[src/rtl/uart_tx_from_fifo.sv]
// UART transmitter fed directly by the read side of an FWFT dual-clock FIFO.
// Pops one 9-bit word at a time and sends it as start bit, 8 data bits LSB first,
// an optional 9th bit, then one or two stop bits.
module uart_tx_from_fifo #(
    parameter int unsigned CLKS_PER_BIT = 434,
    parameter int unsigned NINE_BIT     = 0,
    parameter int unsigned STOP_BITS    = 1
) (
    input  logic       clk,
    input  logic       rstN,
    input  logic       enable,
    input  logic [8:0] fifoDo,
    input  logic       fifoEmpty,
    output logic       fifoRdEn,
    output logic       txd,
    output logic       busy,
    output logic       frameDone
);

    typedef enum logic [2:0] {StIdle, StStart, StData, StNinth, StStop} stateT;

    localparam logic [15:0] LastCyc   = 16'(CLKS_PER_BIT - 1);
    localparam logic [15:0] PenultCyc = 16'(CLKS_PER_BIT - 2);
    localparam logic [3:0]  LastStop  = 4'(STOP_BITS - 1);

    stateT       state;
    logic [15:0] cycCnt;
    logic [3:0]  bitCnt;
    logic [8:0]  shiftReg;
    logic        bitEnd;

    assign bitEnd = (cycCnt == LastCyc);

    // Pop strobe; gated by rstN so nothing is consumed while the block is held in reset.
    assign fifoRdEn = rstN & enable & ~fifoEmpty & (state == StIdle);

    // Frame sequencer; txd, busy and frameDone are all registered here.
    always_ff @(posedge clk or negedge rstN) begin
        if (!rstN) begin
            state     <= StIdle;
            cycCnt    <= '0;
            bitCnt    <= '0;
            shiftReg  <= '0;
            txd       <= 1'b1;
            busy      <= 1'b0;
            frameDone <= 1'b0;
        end else begin
            frameDone <= 1'b0;
            unique case (state)
                StIdle: begin
                    txd    <= 1'b1;
                    busy   <= 1'b0;
                    cycCnt <= '0;
                    bitCnt <= '0;
                    // FWFT: the word on fifoDo is the one this strobe pops.
                    if (fifoRdEn) begin
                        shiftReg <= fifoDo;
                        state    <= StStart;
                        txd      <= 1'b0;
                        busy     <= 1'b1;
                    end
                end
                StStart: begin
                    if (bitEnd) begin
                        cycCnt <= '0;
                        txd    <= shiftReg[0];
                        state  <= StData;
                    end else begin
                        cycCnt <= cycCnt + 16'd1;
                    end
                end
                StData: begin
                    if (bitEnd) begin
                        cycCnt   <= '0;
                        shiftReg <= shiftReg >> 1;
                        if (bitCnt == 4'd7) begin
                            bitCnt <= '0;
                            if (NINE_BIT != 0) begin
                                // After 8 shifts, bit 1 of the pre-shift value is word bit 8.
                                txd   <= shiftReg[1];
                                state <= StNinth;
                            end else begin
                                txd   <= 1'b1;
                                state <= StStop;
                            end
                        end else begin
                            bitCnt <= bitCnt + 4'd1;
                            txd    <= shiftReg[1];
                        end
                    end else begin
                        cycCnt <= cycCnt + 16'd1;
                    end
                end
                StNinth: begin
                    if (bitEnd) begin
                        cycCnt <= '0;
                        bitCnt <= '0;
                        txd    <= 1'b1;
                        state  <= StStop;
                    end else begin
                        cycCnt <= cycCnt + 16'd1;
                    end
                end
                StStop: begin
                    // Raise frameDone one edge early so it is visible in the last stop cycle.
                    if (bitCnt == LastStop && cycCnt == PenultCyc) begin
                        frameDone <= 1'b1;
                    end
                    if (bitEnd) begin
                        cycCnt <= '0;
                        if (bitCnt == LastStop) begin
                            bitCnt <= '0;
                            busy   <= 1'b0;
                            state  <= StIdle;
                        end else begin
                            bitCnt <= bitCnt + 4'd1;
                        end
                    end else begin
                        cycCnt <= cycCnt + 16'd1;
                    end
                end
                default: begin
                    state <= StIdle;
                    txd   <= 1'b1;
                    busy  <= 1'b0;
                end
            endcase
        end
    end

endmodule

[config.mk]
export PLATFORM = sky130hd
export DESIGN_NAME = uart_tx_from_fifo
export DESIGN_NICKNAME = d
export VERILOG_FILES = /design/src/rtl/uart_tx_from_fifo.sv
export SDC_FILE = /design/constraint.sdc
export NUM_CORES = 1
export LEC_CHECK = 0
export CAP_MARGIN = 10
export CORE_ASPECT_RATIO = 1.75
export CORE_UTILIZATION = 50
export DETAILED_ROUTE_END_ITERATION = 8
export PLACE_DENSITY = 0.7
export SYNTH_ARGS = -nofsm -noshare
export SYNTH_HDL_FRONTEND = slang
export SYNTH_SLANG_ARGS = --single-unit
[constraint.sdc]
create_clock -name clk -period 5.6 [get_ports clk]
set_input_delay 1.12 -clock clk [delete_from_list [all_inputs] [get_ports clk]]
set_output_delay 1.12 -clock clk [all_outputs]
set_load 0.05 [all_outputs]
==> results.cfg <==
[clock_tree]
postCtsSetupRepairBufs = 0
clock-root-buffer = clkbuf_8
ctsHtreeMaxLevel = 2
postCtsHoldBufs = 0
cts.sinks = 35
cts_resized = 0
cts_tree = built
clk_pin_slew_worst_paths_ns = 0.06
cts_inserted_buffers = 5
clock_latency_ns = 0.29
clock_path_buffers = 2

[critical_path]
r2r_cells = 4
crit_path_start_kind = input pin
path_max_fanout = 4
end_kind = primary output
cp_data_required_time_ns = 4.48
cp.arrival_ns = 2.79
path_class = in2out

[timing]
setup_violations = 0
holdWs_ns = 0.516
fin_crit_sh_pct = 69.8
slew_viol_final = 0
slew_headroom_pct = 28.6
skew_ns = 0.0133
fin_setup_tns_ns = 0
max_freq_mhz = 256
finalHoldViolations = 0
worst_pin_slew_ns = 1.07
grt_setup_unrepaired = no
layout_min_cycle_time_ns = 3.91

[power]
power.total_uw = 804
p_per_area_nw_per_um2 = 336
ir_drop_uv = 208
power.leakage_uw = 0.000956

[layout]
n_fill_cell = 397
diodes = 0
most-common-layout-cells = 34 x dfrtp_1, 15 x nand2_1, 15 x a31oi_1, 15 x clkdlybuf4s50_1, 14 x nand3_1
fin_nets = 247
syn_to_final_growth_pct = 12.0
drive_gt1_share_pct = 15.7
mostFrequentLayoutCell = dfrtp_1

[worst_hold_path]
worst_hold_path.num_cells = 1
min_path_type = reg2reg

[yosys]
syn_avg_cell_area_um2 = 9.88
synth-edff-count = 0
ys_seq_elements = 35
ys.flop_type = dfrtp_1
synth_nets = 234
syn-cell-area_um2 = 2130
ys_types = 49
synth-seq-area-share_pct = 41.1
synthCells = 216
synthArstFlopShare_pct = 100
yosysWarnings = 0

[detailed_routing]
first_pass_iters = 4
vias_per_cell = 6.34
drt_iter0_markers = 49
antenna_left = 0
routed-via-count = 1769
drc_errors = 0
totalWireLength_um = 4820
drt-wirelength-per-cell_um = 17.3

[placement]
hpwl_um = 3440
gp_congestion = 0.828
numPortBuffers = 16

[grt]
grt_use_total_pct = 23.8
grt_pass1_vias = 1757
grt_max_degree = 36
overflow = 0
grt_pass1_wl_um = 8030
antenna_found_initial = 0

[floorplan]
rows = 31
die-area_um2 = 4540
core_um2 = 4110
die_height_um = 88.4
die_w_um = 51.4
ios = 17
start_util_pct = 51.9

[job]
drv_cap = 0

[run_status]
status = completed
==> registers in the layout, indices dropped and copies added (netlist names) <==
register	cells
bitCnt	4
busy	1
cycCnt	16
frameDone	1
shiftReg	9
state	3
txd	1
==> power breakdown <==
part | internal [uW] | total, uW | switching (uW)
sequential | 312 | 378 | 66.2
clock | 112 | 208 | 96.0
combinational | 108 | 217 | 109
total | 532 | 804 | 271
==> worst paths after layout <==
path,start,end,slack (ns)
min in group asynchronous,rstN,cycCnt[3],0.91
setup / recovery,fifoEmpty,fifoRdEn,1.69
setup reg to reg,cycCnt[9],bitCnt[0],2.83
hold reg to reg,shiftReg[5],shiftReg[5],0.52
hold / removal,shiftReg[5],shiftReg[5],0.52
max in group asynchronous,rstN,txd,4.33
==> routing by layer <==
layer / GRT usage (%) / share of wire (%)
met2: 40.6 / 53
met4: 14.7 / 4.5
met3: 3.95 / 2.8
met5: 0 / 0
met1: 27.1 / 40
==> cell type report <==
cell class                 instances  area, um2  share of cell area, %
inverter                           9       33.8                   1.41
clock inverter                     1       7.51                  0.314
tap                               49       61.3                   2.57
timing repair buffer              17        163                   6.81
multi-input combinational        161       1150                   48.2
sequential                        35        877                   36.7
clock buffer                       7       96.3                   4.03
==> metrics by stage <==
stage | cell area [um2] | utilization, % | cells | setup slack, ns
3_5_place_dp | 2290 | 55.6 | 271 | 1.70
3_3_place_gp | 2290 | 55.6 | 271 | 1.72
6_report | 2390 | 58.1 | 279 | 1.69
5_1_grt | 2390 | 58.1 | 279 | 1.64
2_1_floorplan | 2130 | - | 216 | 2.44
4_1_cts | 2390 | 58.1 | 279 | 1.69
==> worst max-delay path, cell delays in order <==
cell and delay [ns]:
clkdlybuf4s50_1 0.39, nand3b_1 0.19, nor2_1 0.23, clkdlybuf4s50_1 0.86
==> logic make-up (layout without fill, tap and decap cells) <==
kind of cell    count (synthesis)  count (layout)  share of synthesized area (%)
flops                          35              35                           41.1
compound gates                 53              53                           16.4
buf+inv                        20              34                           4.98
mux                            20              20                           11.8
xor+xnor                        2               2                          0.821
simple gates                   81              81                           22.0
fa+ha+maj                       5               5                           2.93
==> synthesized netlist by cell type (all sizes together) (3+ instances only) <==
master	instances	area, um2
a21oi	7	35.0
a31oi	15	93.8
and2	3	18.8
and3	3	18.8
buf	8	61.3
clkbuf	3	11.3
dfrtp	34	851
ha	5	62.6
inv	9	33.8
mux2	17	221
mux2i	3	30.0
nand2	15	56.3
nand3	14	70.1
nand4	8	50.1
nor2	9	38.8
nor2b	3	18.8
nor3	5	25.0
nor4	6	43.8
o211ai	4	30.0
o21ai	9	45.0
o22ai	4	25.0
o311ai	3	26.3
or3	3	18.8
Power figures use the tool's default switching activity.
